[config.mk]
export PLATFORM = sky130hd
export DESIGN_NAME = fetch_stage
export DESIGN_NICKNAME = d
export VERILOG_FILES = /design/src/rtl/fetch_stage_pkg.sv /design/src/rtl/fetch_hold_buf.sv /design/src/rtl/fetch_stage.sv
export SDC_FILE = /design/constraint.sdc
export NUM_CORES = 1
export LEC_CHECK = 0
export BUFFER_PORTS_ARGS = -buffer_cell sky130_fd_sc_hd__buf_2
export CAP_MARGIN = 20
export CORE_MARGIN = 2
export CORE_UTILIZATION = 35
export CTS_CLUSTER_DIAMETER = 40
export DETAILED_ROUTE_END_ITERATION = 10
export MAX_ROUTING_LAYER = met4
export PLACE_DENSITY = 0.63
export SKIP_LAST_GASP = 1
export SYNTH_ARGS = -nofsm -noshare
export SYNTH_HDL_FRONTEND = slang
export SYNTH_SLANG_ARGS = --single-unit
[constraint.sdc]
create_clock -name clk -period 3.4 [get_ports clk]
set_input_delay 0.34 -clock clk [delete_from_list [all_inputs] [get_ports clk]]
set_output_delay 0.34 -clock clk [all_outputs]
set_load 0.05 [all_outputs]
[src/rtl/fetch_stage_pkg.sv]
// rtl/fetch_stage_pkg.sv - fetch state encoding and shared fetch constants
package fetch_stage_pkg;

    typedef enum logic [1:0] {
        FETCH  = 2'd0,
        HOLD   = 2'd1,
        SQUASH = 2'd2
    } fetch_state_e;

    localparam logic [31:0] NOP_INSTR = 32'h0000_0000;
    localparam logic [31:0] PC_INCR   = 32'd4;

endpackage

[src/rtl/fetch_hold_buf.sv]
// rtl/fetch_hold_buf.sv - one-entry skid register for a word fetched while IF/ID is stalled
module fetch_hold_buf (
    input  logic        clk,
    input  logic        reset,
    input  logic        load,
    input  logic        drain,
    input  logic        flush,
    input  logic [31:0] load_instr,
    input  logic [31:0] load_next_pc,
    output logic [31:0] instr,
    output logic [31:0] next_pc,
    output logic        full
);

    // flush beats load so a redirect in the same cycle never leaves a stale word behind
    always_ff @(posedge clk or negedge reset) begin
        if (!reset) begin
            instr   <= '0;
            next_pc <= '0;
            full    <= 1'b0;
        end else if (flush) begin
            full <= 1'b0;
        end else if (load) begin
            instr   <= load_instr;
            next_pc <= load_next_pc;
            full    <= 1'b1;
        end else if (drain) begin
            full <= 1'b0;
        end
    end

endmodule

[src/rtl/fetch_stage.sv]
// rtl/fetch_stage.sv - PC owner and instruction-fetch stage feeding the IF/ID register
module fetch_stage #(
    parameter logic [31:0] RESET_PC  = 32'h0000_1000,
    parameter logic [31:0] NOP_INSTR = fetch_stage_pkg::NOP_INSTR
) (
    input  logic        clk,
    input  logic        reset,
    input  logic        stall,
    input  logic        take_branch,
    input  logic [31:0] branch_target,
    output logic        imem_req,
    output logic [31:0] imem_addr,
    input  logic        imem_ready,
    input  logic [31:0] imem_data,
    output logic [31:0] ir,
    output logic [31:0] next_pc,
    output logic        valid
);

    import fetch_stage_pkg::*;

    fetch_state_e state, state_nx;
    logic         run;
    logic [31:0]  pc, pc_nx;
    logic [31:0]  target, target_nx;
    logic [31:0]  ir_nx, next_pc_nx;
    logic         valid_nx;
    logic [31:0]  pc_plus4, branch_aligned;
    logic         hb_load, hb_drain, hb_flush, hb_full;
    logic [31:0]  hb_instr, hb_next_pc;

    assign pc_plus4       = pc + PC_INCR;
    assign branch_aligned = branch_target & 32'hFFFF_FFFC;
    // run keeps the request low for the first cycle out of reset
    assign imem_req       = ((state == FETCH) && run) || (state == SQUASH);
    assign imem_addr      = pc;

    fetch_hold_buf u_hold_buf (
        .clk          (clk),
        .reset        (reset),
        .load         (hb_load),
        .drain        (hb_drain),
        .flush        (hb_flush),
        .load_instr   (imem_data),
        .load_next_pc (pc_plus4),
        .instr        (hb_instr),
        .next_pc      (hb_next_pc),
        .full         (hb_full)
    );

    always_ff @(posedge clk or negedge reset) begin
        if (!reset) begin
            state   <= FETCH;
            run     <= 1'b0;
            pc      <= RESET_PC;
            target  <= '0;
            ir      <= NOP_INSTR;
            next_pc <= '0;
            valid   <= 1'b0;
        end else begin
            state   <= state_nx;
            run     <= 1'b1;
            pc      <= pc_nx;
            target  <= target_nx;
            ir      <= ir_nx;
            next_pc <= next_pc_nx;
            valid   <= valid_nx;
        end
    end

    always_comb begin
        state_nx   = state;
        pc_nx      = pc;
        target_nx  = target;
        ir_nx      = ir;
        next_pc_nx = next_pc;
        valid_nx   = valid;
        hb_load    = 1'b0;
        hb_drain   = 1'b0;
        hb_flush   = 1'b0;

        if (take_branch) begin
            hb_flush  = 1'b1;
            valid_nx  = 1'b0;
            ir_nx     = NOP_INSTR;
            target_nx = branch_aligned;
            // an unfinished request must still complete at its old address
            if (imem_req && !imem_ready) begin
                state_nx = SQUASH;
            end else begin
                pc_nx    = branch_aligned;
                state_nx = FETCH;
            end
        end else begin
            case (state)
                FETCH: begin
                    if (run && imem_ready) begin
                        pc_nx = pc_plus4;
                        if (stall) begin
                            hb_load  = 1'b1;
                            state_nx = HOLD;
                        end else begin
                            ir_nx      = imem_data;
                            next_pc_nx = pc_plus4;
                            valid_nx   = 1'b1;
                        end
                    end else if (run && !stall) begin
                        valid_nx = 1'b0;
                        ir_nx    = NOP_INSTR;
                    end
                end
                HOLD: begin
                    if (!stall) begin
                        if (hb_full) begin
                            ir_nx      = hb_instr;
                            next_pc_nx = hb_next_pc;
                            valid_nx   = 1'b1;
                        end
                        hb_drain = 1'b1;
                        state_nx = FETCH;
                    end
                end
                SQUASH: begin
                    if (imem_ready) begin
                        pc_nx    = target;
                        state_nx = FETCH;
                    end
                end
                default: state_nx = FETCH;
            endcase
        end
    end

endmodule

; ---- Word level (Yosys, flattened, before mapping)
; Index checks and enable logic that the tools add are counted.
[classes]
add_sub_neg = 1
multipliers = 0
div = 0
magnitude_cmp = 0
eq_ne = 14
shifts = 0
n_mux = 42
bitwise_logic = 2
reduce_logical = 17
[ops]
columns = operator, count
row1 = two-way mux 32 bit, 14
row2 = one-hot mux 32 bit (2 select lines), 3
row3 = "adder 32 x 3 -> 32 bit, second input constant", 1
row4 = two-way mux 1 bit, 17
row5 = two-way mux 2 bit, 6
row6 = "inequality test 3 bit, second input constant", 3
row7 = nonzero test 3 bit, 3
row8 = AND reduction 4 bit, 2
row9 = "inequality test 2 bit, second input constant", 3
row10 = "inequality test 3 x 2 -> 1 bit, second input constant", 2
row11 = one-hot mux 2 bit (3 select lines), 1
row12 = AND reduction 6 bit, 1
row13 = AND reduction 5 bit, 1
row14 = logical AND 1 bit, 4
row15 = "inequality test 2 x 1 -> 1 bit, second input constant", 2
row16 = "inequality test 4 x 2 -> 1 bit, second input constant", 1
row17 = "inequality test 4 bit, second input constant", 1
row18 = "== test 2 x 1 -> 1 bit, second input constant", 1
row19 = "== test 2 bit, second input constant", 1
row20 = logical NOT 1 bit, 2
row21 = logical NOT 2 bit, 1
row22 = inverter 1 bit, 2
row23 = one-hot mux 1 bit (2 select lines), 1
row24 = AND reduction 2 bit, 1
row25 = 2 further kinds, 2
[totals]
reg_bits = 195
latch_bits = 0
ramBits = 0
romBits = 0
in_bits = 69
output_inout_bits = 98
elab_cells = 86
memories = 0

; ---- Logic depth before layout (Yosys ltp)
[depth]
word_depth = 6
depth_mapped = 8
depth_no_buf = 6

; ---- Cells and area by module
; From an unflattened synthesis, not the netlist that was laid out.
[unflattened]
hier_cells = 847
area_unflattened_um2 = 9394.0
[modules_own_cells]
columns = module, instances, cells_each, area_per_inst_um2, seq_area_each_um2
row1 = fetch_stage, 1, 707, 6652.6, 3204.3
row2 = fetch_hold_buf, 1, 140, 2741.4, 1626.6

; ---- Worst setup path before layout
; No wires, ideal clock.
[synth_timing]
path_kind = register -> register
from = register pc[9] (netlist: imem_addr[9])
to = register pc[26] (netlist: imem_addr[26])
setup_time_ns = 0.083
t_arrival_ns = 2.428
path_slack_ns = 0.889
stages_incl_launch_ff = 8
n_path_buf = 2
period_less_slack_ns = 2.511
path_cell_list = dfrtp_1 > buf_2 > nand4_4 > or4_1 > buf_2 > or3_1 > o31a_1 > o22ai_1
[synth_via]
elab_chain_cells = 4
[synth_lines]
columns = element, line_no
row1 = from (decl), fetch_stage.sv:24  ; logic [31:0] pc, pc_nx;
row2 = from (signal assigned), fetch_stage.sv:63  ; pc <= pc_nx;
row3 = adder 32 x 3 -> 32 bit, fetch_stage.sv:32  ; assign pc_plus4 = pc + PC_INCR;
row4 = two-way mux 32 bit, fetch_stage.sv:97  ; if (run && imem_ready) begin
row5 = one-hot mux 32 bit (2 select lines), fetch_stage.sv:95  ; case (state)
row6 = two-way mux 32 bit, fetch_stage.sv:82  ; if (take_branch) begin
; Every way passes these cells. The select of a mux whose other input is x is not followed.
; A chain may end at the register's enable or synchronous reset.

; ---- Worst setup path after layout
[layout_timing]
from = register pc[4] (netlist: imem_addr[4])
to = register pc[29] (netlist: imem_addr[29])
; Same word-level chain as after synthesis.

==> results.py <==
metrics = {
    "outcome": {
        "outcome": "complete, but fails checks",
        "violations": "hold timing",
    },
    "worst_setup_path": {
        "cp.arrival_ns": 2.87,
        "reg2regPathDepth": 5,
        "cp_max_fo": 9,
        "startpoint_type": "register",
        "rrSetupSlack_ns": 0.88,
        "cp-end-kind": "register",
        "rr_endpoint": "imem_addr[29]$_DFFE_PN0P_",
        "critical_path_class": "reg -> reg",
        "cp_data_required_time_ns": 3.75,
        "worstReg2RegStart": "imem_addr[4]$_DFFE_PN0P_",
    },
    "placed_design": {
        "place_congestion": 0.9481,
        "dp_hpwl_mm": 15.81,
        "numPortBuffers": 160,
    },
    "flow_run": {
        "drv_cap": 0,
    },
    "cts": {
        "htree_levels": 4,
        "cts_resized": 0,
        "postCtsHoldBufs": 0,
        "path_clk_slew_ns": 0.07,
        "clock_tree.root_cell": "clkbuf_16",
        "cts_buffers": 17,
        "insertion_delay_ns": 0.43,
        "cts_max_path_buffers": 2,
        "cts.sinks": 189,
        "post_cts_buffers": 0,
        "cts_tree": "done",
    },
    "floorplanning": {
        "core_sq_um": 25040,
        "num_rows": 58,
        "initial_core_util_pct": 35.43,
        "dieArea_sq_um": 26640,
        "die_x_um": 163.2,
        "die_h_um": 163.2,
        "ioPinCount": 167,
    },
    "final_layout": {
        "final_cell_mix": "dfrtp_1 (188), buf_2 (159), o21ai_0 (118)",
        "multiInputGateArea_sq_um": 3816,
        "num_antenna_cells": 0,
        "drive_gt1_share_pct": 27.32,
        "final_common_cell": "dfrtp_1",
        "syn_to_final_growth_pct": 19.34,
        "fill_cells": 2482,
        "layout.nets": 1082,
        "finish.utilization_pct": 42.28,
        "regArea_sq_um": 4731,
    },
    "logic_synthesis": {
        "yosys_warnings": 0,
        "synth_flop_cell": "dfrtp_1",
        "synthAdderAreaFrac_pct": 0.1410,
        "seq_area_frac_synth_pct": 53.33,
        "syn_area_sq_um": 8871,
        "ys_seq_elements": 189,
        "synthMuxAreaShare_pct": 11.78,
        "synthArstFlopShare_pct": 100.0,
        "synth_area_per_cell_sq_um": 10.12,
        "synth_edf_count": 0,
        "synthSimpleGateAreaFrac_pct": 12.85,
        "synth_top_family_by_area": "compound AO/OA/AOI/OAI gates",
        "synth_compound_area_share_pct": 15.43,
        "synthXorXnorAreaFrac_pct": 2.271,
        "synthCells": 877,
        "synth_cell_types": 51,
    },
    "global_routing": {
        "grt_max_degree": 101,
        "grt_pass1_wl_mm": 36.65,
        "antenna_found_initial": 0,
        "grt_pass1_vias": 6591,
        "grt_util_met1_pct": 25.54,
        "overflow": 0,
        "met2_usage_pct": 26.24,
        "met3_usage_pct": 3.225,
        "gr-usage-all-layers_pct": 18.03,
        "busiest_layer": "met2",
    },
    "min_path": {
        "hp-class": "in -> async",
    },
    "power": {
        "ir_worst_vdd_mv": 0.2615,
        "power.density_nw_per_um2": 642.4,
        "p_leak_nw": 4.803,
        "total_power_mw": 6.801,
    },
    "timing": {
        "fin_tns_setup_ns": 0,
        "slew_violations": 0,
        "final-hold-violation-count": 3,
        "max-slew-margin-rel_pct": 38.08,
        "skew_ns": 0.01834,
        "post-route-period-util_pct": 74.03,
        "whs_ns": -0.003870,
        "finalSetupViolCount": 0,
        "clock.fmax_mhz": 397.3,
        "rsz0062_at_grt": "no",
        "tightest_slew_ns": 0.9287,
        "period_needed_ns": 2.517,
    },
    "detailed_routing": {
        "dr.pass1.iters": 5,
        "drt-vias-per-instance": 5.148,
        "wl_per_cell_um": 16.81,
        "vias": 6975,
        "antenna_left": 0,
        "drcViolationCount": 0,
        "wl_mm": 22.78,
        "first_iter_violations": 540,
    },
}
[power breakdown]
part / switching, mW / total, mW / internal (mW)
combinational: 1.30 / 1.84 / 0.542
sequential: 0.316 / 3.00 / 2.68
clock: 0.922 / 1.96 / 1.04
[routing by layer]
layer | part of all wire [%] | routed length (um)
met1 | 50 | 11300
met2 | 43 | 9826
met3 | 5.6 | 1271
met4 | 1.7 | 378
met5 | 0 | 0
[critical path, stage by stage, from the launching register on]
cell     delay (ns)
dfrtp_1        0.47
nand4_1        0.45
nor3_1         0.77
nand4_1        0.26
o31a_1         0.34
o22ai_1        0.13
[synthesized netlist by cell type, types with 2 or more instances]
library cell / instances / area (sq um)
o22ai_1: 11 / 68.82
a222oi_1: 3 / 30.03
a211o_1: 3 / 26.28
xor2_1: 6 / 52.55
nor4_1: 6 / 37.54
buf_2: 4 / 20.02
mux2_2: 59 / 664.4
nand3_1: 18 / 90.09
and2_1: 3 / 18.77
nand4_1: 12 / 75.07
xnor2_1: 17 / 148.9
mux2i_1: 38 / 380.4
clkbuf_1: 48 / 180.2
o31a_1: 13 / 113.9
conb_1: 2 / 7.510
or3_1: 4 / 25.02
and4_1: 3 / 26.28
a21oi_1: 40 / 200.2
nor3_1: 24 / 120.1
a221oi_1: 4 / 35.03
a31oi_1: 9 / 56.30
a22oi_1: 11 / 82.58
and3_1: 10 / 62.56
nor2b_1: 5 / 31.28
nand2b_1: 6 / 37.54
buf_4: 4 / 30.03
dfrtp_1: 188 / 4705
buf_1: 9 / 33.78
nor2_1: 37 / 138.9
o21ai_0: 118 / 590.6
o2bb2ai_1: 2 / 17.52
nor3b_1: 4 / 30.03
a21o_1: 4 / 30.03
inv_1: 27 / 101.4
a22o_1: 3 / 26.28
nand2_1: 106 / 397.9
o211ai_1: 2 / 15.01
[metrics by stage]
step	worst slack, ns	instances	hold WS (ns)	instance area (sq um)
after floorplan	0.8887	880	0.04441	8882
after global placement	1.004	1323	0.4532	10010
after detailed placement	0.9678	1323	0.4626	10010
after CTS	0.9335	1355	0.03556	10590
after global routing	0.7520	1355	0.06103	10590
final	0.8828	1355	-0.003870	10590
[final cells by class]
cell class | count | share of cell area (%)
clock buffer | 21 | 4.538
clock inverter | 11 | 0.9455
inverter | 27 | 0.9573
multi-input combinational | 599 | 36.05
sequential | 189 | 44.69
tap | 330 | 3.900
timing repair buffer | 178 | 8.923
[how the worst max path moves through the flow]
stage,startpoint,to,slack [ns],depth (start not counted)
after floorplan,imem_addr[9]$_DFFE_PN0P_,imem_addr[26]$_DFFE_PN0P_,0.89,7
after global placement,imem_addr[4]$_DFFE_PN0P_,imem_addr[17]$_DFFE_PN0P_,1.00,5
after detailed placement,imem_addr[4]$_DFFE_PN0P_,imem_addr[29]$_DFFE_PN0P_,0.97,5
after CTS,imem_addr[4]$_DFFE_PN0P_,imem_addr[29]$_DFFE_PN0P_,0.93,5
after global routing,imem_addr[4]$_DFFE_PN0P_,imem_addr[29]$_DFFE_PN0P_,0.75,5
final,imem_addr[4]$_DFFE_PN0P_,imem_addr[29]$_DFFE_PN0P_,0.88,5
[registers in the layout (all words and copies together) (netlist names)]
signal	cells
next_pc	30
state	2
u_hold_buf.next_pc	30
u_hold_buf.full	1
target	30
run	1
ir	32
u_hold_buf.instr	32
valid	1
imem_addr	30
[cell families after synthesis]
group / after synthesis
other cells: 2
simple gates: 242
buf+inv: 92
fa+ha+maj: 1
compound gates: 231
flops: 189
xor+xnor: 23
mux: 97
(Power assumes the default switching activity.)
